File: config.mk
export PLATFORM = sky130hd
export DESIGN_NAME = host_loader_flat
export DESIGN_NICKNAME = d
export VERILOG_FILES = /design/src/rtl/host_loader_if.sv /design/src/rtl/host_loader.sv /design/src/flat_wrapper.sv
export SDC_FILE = /design/constraint.sdc
export NUM_CORES = 1
export LEC_CHECK = 0
export ABC_AREA = 1
export BUFFER_PORTS_ARGS = -buffer_cell sky130_fd_sc_hd__buf_2
export CAP_MARGIN = 20
export CORE_UTILIZATION = 39
export CTS_BUF_LIST = sky130_fd_sc_hd__clkbuf_16
export DETAILED_ROUTE_END_ITERATION = 8
export HOLD_SLACK_MARGIN = 0.12
export MAX_ROUTING_LAYER = met4
export SYNTH_ARGS = -nofsm -noshare
export SYNTH_HDL_FRONTEND = slang
export SYNTH_SLANG_ARGS = --single-unit
File: constraint.sdc
create_clock -name clk -period 4.05 [get_ports clk]
set_input_delay 1.215 -clock clk [delete_from_list [all_inputs] [get_ports clk]]
set_output_delay 1.215 -clock clk [all_outputs]
set_load 0.005 [all_outputs]
File: src/rtl/host_loader_if.sv
// rtl/host_loader_if.sv - source-memory and uart bus bundle for host_loader
//
// Purpose: groups the source memory read bus and the uart_tx/uart_rx
//          handshake signals used by host_loader.
// Signals:
//   src_addr  [15:0]  source memory word address        (loader -> memory)
//   src_rd            one-cycle source read request      (loader -> memory)
//   src_data  [31:0]  source read data                   (memory -> loader)
//   src_valid         qualifies src_data                 (memory -> loader)
//   tx_data   [7:0]   byte to uart_tx                    (loader -> uart_tx)
//   tx_start          uart_tx start request              (loader -> uart_tx)
//   tx_busy           uart_tx busy                       (uart_tx -> loader)
//   rx_data   [7:0]   byte from uart_rx                  (uart_rx -> loader)
//   rx_ready          uart_rx data-ready level           (uart_rx -> loader)
// Modports: master = loader side, slave = memory/uart side.

interface host_loader_if;
  logic [15:0] src_addr;
  logic        src_rd;
  logic [31:0] src_data;
  logic        src_valid;
  logic [7:0]  tx_data;
  logic        tx_start;
  logic        tx_busy;
  logic [7:0]  rx_data;
  logic        rx_ready;

  modport master (
    output src_addr, src_rd, tx_data, tx_start,
    input  src_data, src_valid, tx_busy, rx_data, rx_ready
  );

  modport slave (
    input  src_addr, src_rd, tx_data, tx_start,
    output src_data, src_valid, tx_busy, rx_data, rx_ready
  );
endinterface

File: src/rtl/host_loader.sv
// rtl/host_loader.sv - serial program/sld loader and result receiver
//
// Purpose: waits for 0x99 from the core, sends a length header and the
//          program words, waits for 0xAA, sends the sld words, then
//          collects out_bytes result bytes.
// Optional feature: define HOST_LOADER_TIMEOUT_EN to enable the
//          handshake watchdog (TIMEOUT_CYCLES); otherwise waits are
//          unbounded and error is tied 0.
// Ports:
//   clk, rst            clock, synchronous active-high reset
//   start               one-cycle session start pulse
//   prog_words, sld_base, sld_words, out_bytes   session config, sampled on start
//   bus                 host_loader_if.master (source memory + uart handshakes)
//   out_byte, out_valid received result byte and its one-cycle strobe
//   busy, done, error   session status (done/error sticky until rst)

module host_loader #(
  parameter logic [31:0] TIMEOUT_CYCLES = 32'd50_000_000
) (
  input  logic                clk,
  input  logic                rst,
  input  logic                start,
  input  logic [15:0]         prog_words,
  input  logic [15:0]         sld_base,
  input  logic [15:0]         sld_words,
  input  logic [31:0]         out_bytes,
  host_loader_if.master       bus,
  output logic [7:0]          out_byte,
  output logic                out_valid,
  output logic                busy,
  output logic                done,
  output logic                error
);

  typedef enum logic [3:0] {
    IDLE, WAIT99, HDR, PROG, WAITAA, SLD, RECV, DONE, ERROR
  } state_t;

  // Sub-phase used while a word is being fetched and/or transmitted.
  typedef enum logic [1:0] {
    PH_WV,      // src_rd issued, waiting for src_valid
    PH_TXREQ,   // tx_start held high, waiting for tx_busy=1
    PH_TXBUSY   // tx_start dropped, waiting for tx_busy=0
  } phase_t;

  state_t      state_q;
  phase_t      ph_q;
  logic [31:0] word_q;
  logic [1:0]  byte_idx_q;
  logic [15:0] idx_q;
  logic [31:0] rcnt_q;
  logic [15:0] prog_words_q;
  logic [15:0] sld_base_q;
  logic [15:0] sld_words_q;
  logic [31:0] out_bytes_q;
  logic        rx_seen_q;
  logic [7:0]  tx_data_q;
  logic        tx_start_q;
  logic        src_rd_q;
  logic [15:0] src_addr_q;
  logic [7:0]  out_byte_q;
  logic        out_valid_q;
  logic        busy_q;
  logic        done_q;

  // A byte is taken only on the first cycle of an rx_ready high level.
  logic rx_fire;
  assign rx_fire = bus.rx_ready & ~rx_seen_q;

  function automatic logic [7:0] byte_of(input logic [31:0] w, input logic [1:0] i);
    case (i)
      2'd0:    byte_of = w[7:0];
      2'd1:    byte_of = w[15:8];
      2'd2:    byte_of = w[23:16];
      default: byte_of = w[31:24];
    endcase
  endfunction

`ifdef HOST_LOADER_TIMEOUT_EN
  logic [31:0] tmo_q;
  logic        error_q;
  logic        tmo_active;
  logic        progress;
  logic        in_xfer;

  assign in_xfer    = (state_q == HDR) || (state_q == PROG) || (state_q == SLD);
  assign tmo_active = (state_q == WAIT99) || (state_q == WAITAA) ||
                      (state_q == RECV) || in_xfer;
  // Anything that moves the session forward restarts the watchdog.
  assign progress = ((state_q == WAIT99) && rx_fire && (bus.rx_data == 8'h99)) ||
                    ((state_q == WAITAA) && rx_fire && (bus.rx_data == 8'haa)) ||
                    ((state_q == RECV) && rx_fire) ||
                    (in_xfer && (((ph_q == PH_WV) && bus.src_valid) ||
                                 ((ph_q == PH_TXREQ) && bus.tx_busy) ||
                                 ((ph_q == PH_TXBUSY) && !bus.tx_busy)));
  assign error = error_q;
`else
  logic unused_tmo;
  assign unused_tmo = ^TIMEOUT_CYCLES;
  assign error = 1'b0;
`endif

  always_ff @(posedge clk) begin
    if (rst) begin
      state_q      <= IDLE;
      ph_q         <= PH_WV;
      word_q       <= 32'd0;
      byte_idx_q   <= 2'd0;
      idx_q        <= 16'd0;
      rcnt_q       <= 32'd0;
      prog_words_q <= 16'd0;
      sld_base_q   <= 16'd0;
      sld_words_q  <= 16'd0;
      out_bytes_q  <= 32'd0;
      rx_seen_q    <= 1'b0;
      tx_data_q    <= 8'h00;
      tx_start_q   <= 1'b0;
      src_rd_q     <= 1'b0;
      src_addr_q   <= 16'd0;
      out_byte_q   <= 8'h00;
      out_valid_q  <= 1'b0;
      busy_q       <= 1'b0;
      done_q       <= 1'b0;
`ifdef HOST_LOADER_TIMEOUT_EN
      tmo_q        <= 32'd0;
      error_q      <= 1'b0;
`endif
    end else begin
      rx_seen_q   <= bus.rx_ready;
      out_valid_q <= 1'b0;

      case (state_q)
        IDLE: begin
          if (start) begin
            prog_words_q <= prog_words;
            sld_base_q   <= sld_base;
            sld_words_q  <= sld_words;
            out_bytes_q  <= out_bytes;
            busy_q       <= 1'b1;
            state_q      <= WAIT99;
          end
        end

        WAIT99: begin
          if (rx_fire && (bus.rx_data == 8'h99)) begin
            state_q    <= HDR;
            word_q     <= {14'd0, prog_words_q, 2'b00};
            byte_idx_q <= 2'd0;
            tx_data_q  <= {prog_words_q[5:0], 2'b00};
            tx_start_q <= 1'b1;
            ph_q       <= PH_TXREQ;
          end
        end

        HDR, PROG, SLD: begin
          case (ph_q)
            PH_WV: begin
              src_rd_q <= 1'b0;
              if (bus.src_valid) begin
                word_q     <= bus.src_data;
                byte_idx_q <= 2'd0;
                tx_data_q  <= bus.src_data[7:0];
                tx_start_q <= 1'b1;
                ph_q       <= PH_TXREQ;
              end
            end

            PH_TXREQ: begin
              if (bus.tx_busy) begin
                tx_start_q <= 1'b0;
                ph_q       <= PH_TXBUSY;
              end
            end

            default: begin
              if (!bus.tx_busy) begin
                if (byte_idx_q != 2'd3) begin
                  byte_idx_q <= byte_idx_q + 2'd1;
                  tx_data_q  <= byte_of(word_q, byte_idx_q + 2'd1);
                  tx_start_q <= 1'b1;
                  ph_q       <= PH_TXREQ;
                end else if (state_q == HDR) begin
                  if (prog_words_q == 16'd0) begin
                    state_q <= WAITAA;
                  end else begin
                    state_q    <= PROG;
                    idx_q      <= 16'd0;
                    src_addr_q <= 16'd0;
                    src_rd_q   <= 1'b1;
                    ph_q       <= PH_WV;
                  end
                end else if (state_q == PROG) begin
                  if (idx_q + 16'd1 == prog_words_q) begin
                    state_q <= WAITAA;
                  end else begin
                    idx_q      <= idx_q + 16'd1;
                    src_addr_q <= idx_q + 16'd1;
                    src_rd_q   <= 1'b1;
                    ph_q       <= PH_WV;
                  end
                end else begin
                  if (idx_q + 16'd1 == sld_words_q) begin
                    if (out_bytes_q == 32'd0) begin
                      state_q <= DONE;
                      done_q  <= 1'b1;
                      busy_q  <= 1'b0;
                    end else begin
                      state_q <= RECV;
                      rcnt_q  <= 32'd0;
                    end
                  end else begin
                    idx_q      <= idx_q + 16'd1;
                    src_addr_q <= sld_base_q + idx_q + 16'd1;
                    src_rd_q   <= 1'b1;
                    ph_q       <= PH_WV;
                  end
                end
              end
            end
          endcase
        end

        WAITAA: begin
          if (rx_fire && (bus.rx_data == 8'haa)) begin
            if (sld_words_q != 16'd0) begin
              state_q    <= SLD;
              idx_q      <= 16'd0;
              src_addr_q <= sld_base_q;
              src_rd_q   <= 1'b1;
              ph_q       <= PH_WV;
            end else if (out_bytes_q == 32'd0) begin
              state_q <= DONE;
              done_q  <= 1'b1;
              busy_q  <= 1'b0;
            end else begin
              state_q <= RECV;
              rcnt_q  <= 32'd0;
            end
          end
        end

        RECV: begin
          if (rx_fire) begin
            out_byte_q  <= bus.rx_data;
            out_valid_q <= 1'b1;
            rcnt_q      <= rcnt_q + 32'd1;
            if (rcnt_q + 32'd1 == out_bytes_q) begin
              state_q <= DONE;
              done_q  <= 1'b1;
              busy_q  <= 1'b0;
            end
          end
        end

        default: ;  // DONE / ERROR hold until rst
      endcase

`ifdef HOST_LOADER_TIMEOUT_EN
      // Placed after the case so a watchdog expiry overrides that cycle's move.
      if (tmo_active) begin
        if (tmo_q == TIMEOUT_CYCLES - 32'd1) begin
          state_q    <= ERROR;
          error_q    <= 1'b1;
          busy_q     <= 1'b0;
          tx_start_q <= 1'b0;
          src_rd_q   <= 1'b0;
          tmo_q      <= 32'd0;
        end else if (progress) begin
          tmo_q <= 32'd0;
        end else begin
          tmo_q <= tmo_q + 32'd1;
        end
      end else begin
        tmo_q <= 32'd0;
      end
`endif
    end
  end

  assign bus.tx_data  = tx_data_q;
  assign bus.tx_start = tx_start_q;
  assign bus.src_rd   = src_rd_q;
  assign bus.src_addr = src_addr_q;
  assign out_byte     = out_byte_q;
  assign out_valid    = out_valid_q;
  assign busy         = busy_q;
  assign done         = done_q;

endmodule

File: src/flat_wrapper.sv
// flat-port wrapper written by rule: the top's interface ports become plain ports
module host_loader_flat 
#(
  parameter logic [31:0] TIMEOUT_CYCLES = 32'd50_000_000
)
  (clk, rst, start, prog_words, sld_base, sld_words, out_bytes, out_byte, out_valid, busy, done, error, bus_src_addr, bus_src_rd, bus_tx_data, bus_tx_start, bus_src_data, bus_src_valid, bus_tx_busy, bus_rx_data, bus_rx_ready);
  host_loader_if bus_i ();
  input  logic clk;
  input  logic rst;
  input  logic start;
  input  logic [15:0] prog_words;
  input  logic [15:0] sld_base;
  input  logic [15:0] sld_words;
  input  logic [31:0] out_bytes;
  output logic [7:0] out_byte;
  output logic out_valid;
  output logic busy;
  output logic done;
  output logic error;
  output wire logic [$bits(bus_i.src_addr)-1:0] bus_src_addr;
  output wire logic [$bits(bus_i.src_rd)-1:0] bus_src_rd;
  output wire logic [$bits(bus_i.tx_data)-1:0] bus_tx_data;
  output wire logic [$bits(bus_i.tx_start)-1:0] bus_tx_start;
  input wire logic [$bits(bus_i.src_data)-1:0] bus_src_data;
  input wire logic [$bits(bus_i.src_valid)-1:0] bus_src_valid;
  input wire logic [$bits(bus_i.tx_busy)-1:0] bus_tx_busy;
  input wire logic [$bits(bus_i.rx_data)-1:0] bus_rx_data;
  input wire logic [$bits(bus_i.rx_ready)-1:0] bus_rx_ready;
  assign bus_src_addr = bus_i.src_addr;
  assign bus_src_rd = bus_i.src_rd;
  assign bus_tx_data = bus_i.tx_data;
  assign bus_tx_start = bus_i.tx_start;
  assign bus_i.src_data = bus_src_data;
  assign bus_i.src_valid = bus_src_valid;
  assign bus_i.tx_busy = bus_tx_busy;
  assign bus_i.rx_data = bus_rx_data;
  assign bus_i.rx_ready = bus_rx_ready;
  host_loader #(.TIMEOUT_CYCLES(TIMEOUT_CYCLES)) u_core (.clk(clk), .rst(rst), .start(start), .prog_words(prog_words), .sld_base(sld_base), .sld_words(sld_words), .out_bytes(out_bytes), .bus(bus_i), .out_byte(out_byte), .out_valid(out_valid), .busy(busy), .done(done), .error(error));
endmodule
==> results.cfg <==
[clocking]
insertion_delay_ns = 0.54
cts-htree-levels = 1
cts_tree = built
cts-root-buf = clkbuf_16
clkSinkCount = 205
cts_setup_buffers = 0
cts_resized = 0
postCtsHoldBufs = 0
numCtsBuffers = 26
clkTransAtPathRegs_ns = 0.06
max-clock-path-buffers = 3

[worst_setup_path]
start_kind = register
r2r-start = u_core.state_q[2]$_SDFFE_PP0P_
path_cells = inv_2 -> nor2_1 -> inv_1 -> nor2_2 -> inv_1 -> nand2_1 -> nor2_1 -> o21ai_0 -> o21ai_0 -> nand2_1 -> a21oi_1
cp_max_fo = 15
reg2reg_depth = 11
regToRegSetupSlack_ns = 0.72
critPathBufInv = 3
crit_family = simple AND/OR/NAND/NOR gates
max_stage_delay_ns = 0.86
slowest_stage = nor2_1
arrival_ns = 3.79
end_kind = register
r2r_end = u_core.bus.src_addr[10]$_SDFFE_PP0P_
worst_ep_required_time_ns = 4.51
crit_type = register to register

[synth]
syn_inst = 2014
syn_avg_cell_area_sq_um = 6.29
yosysSeqAreaShare_pct = 32.4
async_reset_ff_share_pct = 0
synth_top_cell_by_area = dfxtp_1
ys_ff_latch = 205
synth-edff-count = 0
synthAdderAreaFrac_pct = 2.33
synth.distinct_cells = 50
synth_top_family_by_area = simple AND/OR/NAND/NOR gates
synth_area_sq_mm = 0.0127
ys_top_cells_by_area = dfxtp_1 (32%), nand2_1 (15%), a21oi_1 (8.4%)
synth_warnings = 0
synth_top_area_share_pct = 32.4
synth_compound_area_share_pct = 19.5
synthSimpleGateAreaFrac_pct = 33.7
synthMuxAreaShare_pct = 0
synthFlopType = dfxtp_1
synthXorXnorAreaFrac_pct = 1.71
syn_nets = 2163

[die]
start_util_pct = 39.9
die_h_microns = 182
dieArea_sq_mm = 0.0332
core_area_sq_mm = 0.0317
rows = 65
die_x_microns = 182
design.portCount = 164

[route]
drc_errors = 0
viasPerCell = 5.30
vias = 13600
wl_per_cell_microns = 16.8
drt_first_pass_iters = 5
initialDrtViolationCount = 959
ant_nets = 0
routed_wl_microns = 43100

[timing]
fmax_mhz = 301
setup_viol = 0
worst_pin_slew_ns = 0.994
fin_skew_ns = 0.0132
layout_min_cycle_time_ns = 3.33
tns_ns = 0
slew_violations = 0
grt_setup_unrepaired = false
fin_crit_sh_pct = 82.2
report.final.hold_viol_count = 0
maxSlewHeadroom_pct = 33.5

[pwr]
p_per_area_mw_per_mm2 = 712
power_leakage_nw = 6.48
vdd_drop_max_mv = 0.332

[min_path]
min_to = u_core.word_q[5]$_SDFFE_PP0P_
hold_path_class = register to register
holdPathStages = 2
hp-start = u_core.word_q[5]$_SDFFE_PP0P_

[grt]
grt_max_degree = 65
use_met2_pct = 42.5
grt-busiest-layer = met2
grt_overflow_total = 0
grt_pass1_vias = 12500
grtUsageTotal_pct = 26.4
grt_pass1_wl_microns = 67600
grt_use_met3_pct = 3.09
antenna_found_initial = 0
use_met1_pct = 35.3

[placed_design]
gp_congestion = 1.01
hpwl_microns = 32700
portBuffers = 162
placed_cell_area_sq_mm = 0.0138

[cells_and_area]
final_area_sq_mm = 0.0147
area_growth_pct = 15.8
layout-drive-gt1-share_pct = 12.1
n_antenna_cell = 0
nFillCells = 3435
final_nets = 2290
mostFrequentLayoutCell = nand2_1
final_cell_mix = nand2_1 (505), nor2_1 (242), inv_1 (235)

[run_status]
run_status = complete, no violations

[job]
max_cap_violations = 0
[registers in the layout, summed over array words and instances, names as in the netlist]
register             cells
u_core.bus.tx_start      1
u_core.ph_q              2
u_core.rx_seen_q         1
u_core.idx_q            16
u_core.out_valid         1
u_core.bus.src_addr     16
u_core.bus.tx_data       8
u_core.out_byte          8
u_core.sld_words_q      16
u_core.sld_base_q       16
u_core.state_q           3
u_core.prog_words_q     16
u_core.byte_idx_q        2
u_core.out_bytes_q      32
u_core.done              1
u_core.busy              1
u_core.bus.src_rd        1
u_core.rcnt_q           32
u_core.word_q           32
[stage by stage]
step / utilization, % / instances / hold slack (ns) / total power [mW] / setup slack [ns]
after floorplan: - / 2014 / 0.430 / 6.71 / 1.14
after global placement: 43.5 / 2515 / 0.442 / 8.01 / 0.614
after detailed placement: 43.5 / 2515 / 0.448 / 8.06 / 0.443
after CTS: 46.2 / 2563 / 0.457 / 10.5 / 0.767
after global routing: 46.2 / 2563 / 0.476 / 11.3 / 0.564
final: 46.2 / 2563 / 0.457 / 10.4 / 0.722
[power breakdown]
group / internal [mW] / switching, mW / total [mW]
sequential: 2.62 / 0.500 / 3.12
clock: 1.45 / 0.922 / 2.37
combinational: 1.74 / 3.21 / 4.95
total: 5.81 / 4.63 / 10.4
[kinds of logic (layout without fill, tap and decap cells)]
logic type	count (synthesis)	in the layout
DFF	205	205
AOI/OAI and AO/OA	450	450
other	1	1
and+or+nand+nor	995	995
xor gates and xnor gates	20	20
buffers and inverters	320	467
adders and majority gates	23	23
[how the worst max path moves through the flow]
| stage | from | end | slack [ns] | cells past startpoint |
|---|---|---|---|---|
| after floorplan | bus_rx_ready | u_core.idx_q[13]$_SDFFE_PP0P_ | 1.14 | 12 |
| after global placement | bus_rx_ready | u_core.bus.src_addr[15]$_SDFFE_PP0P_ | 0.61 | 14 |
| after detailed placement | bus_rx_ready | u_core.bus.src_addr[5]$_SDFFE_PP0P_ | 0.44 | 13 |
| after CTS | u_core.state_q[2]$_SDFFE_PP0P_ | u_core.bus.src_addr[10]$_SDFFE_PP0P_ | 0.77 | 11 |
| after global routing | u_core.state_q[2]$_SDFFE_PP0P_ | u_core.bus.src_addr[10]$_SDFFE_PP0P_ | 0.56 | 11 |
| final | u_core.state_q[2]$_SDFFE_PP0P_ | u_core.bus.src_addr[10]$_SDFFE_PP0P_ | 0.72 | 11 |
[worst min-delay path: cells and delay by family (launching register included)]
kind	cells	cell delay, ns
AO/OA/AOI/OAI	1	0.05
buffers and inverters	1	0.06
flip-flops	1	0.30
[per-layer routing]
layer / wire length [microns] / vias to the layer above
met5: 0 / -
met2: 19700 / 404
li1: - / 6882
met1: 20200 / 6231
met4: 907 / 0
met3: 2400 / 67
[cells in the mapped netlist (8+ instances only)]
cell,count
a211oi_1,26
a21oi_1,212
buf_2,12
buf_6,8
clkbuf_1,57
dfxtp_1,205
ha_1,22
inv_1,228
nand2_1,505
nand2_2,10
nand3_1,136
nand3b_1,21
nand4_1,33
nor2_1,242
nor2_2,9
nor3_1,11
nor4_1,11
o211ai_1,32
o21ai_0,145
o22ai_1,14
xor2_1,13
[final cells by class]
type | instances | area [sq um] | area share (%)
Clock buffer | 27 | 676 | 4.61
Multi-Input combinational cell | 1489 | 7270 | 49.6
Inverter | 234 | 881 | 6.01
Timing Repair Buffer | 185 | 1030 | 7.05
Tap cell | 402 | 503 | 3.43
Sequential cell | 205 | 4100 | 28.0
Clock inverter | 21 | 191 | 1.31
Note: power is estimated with default switching activity, not from simulation.
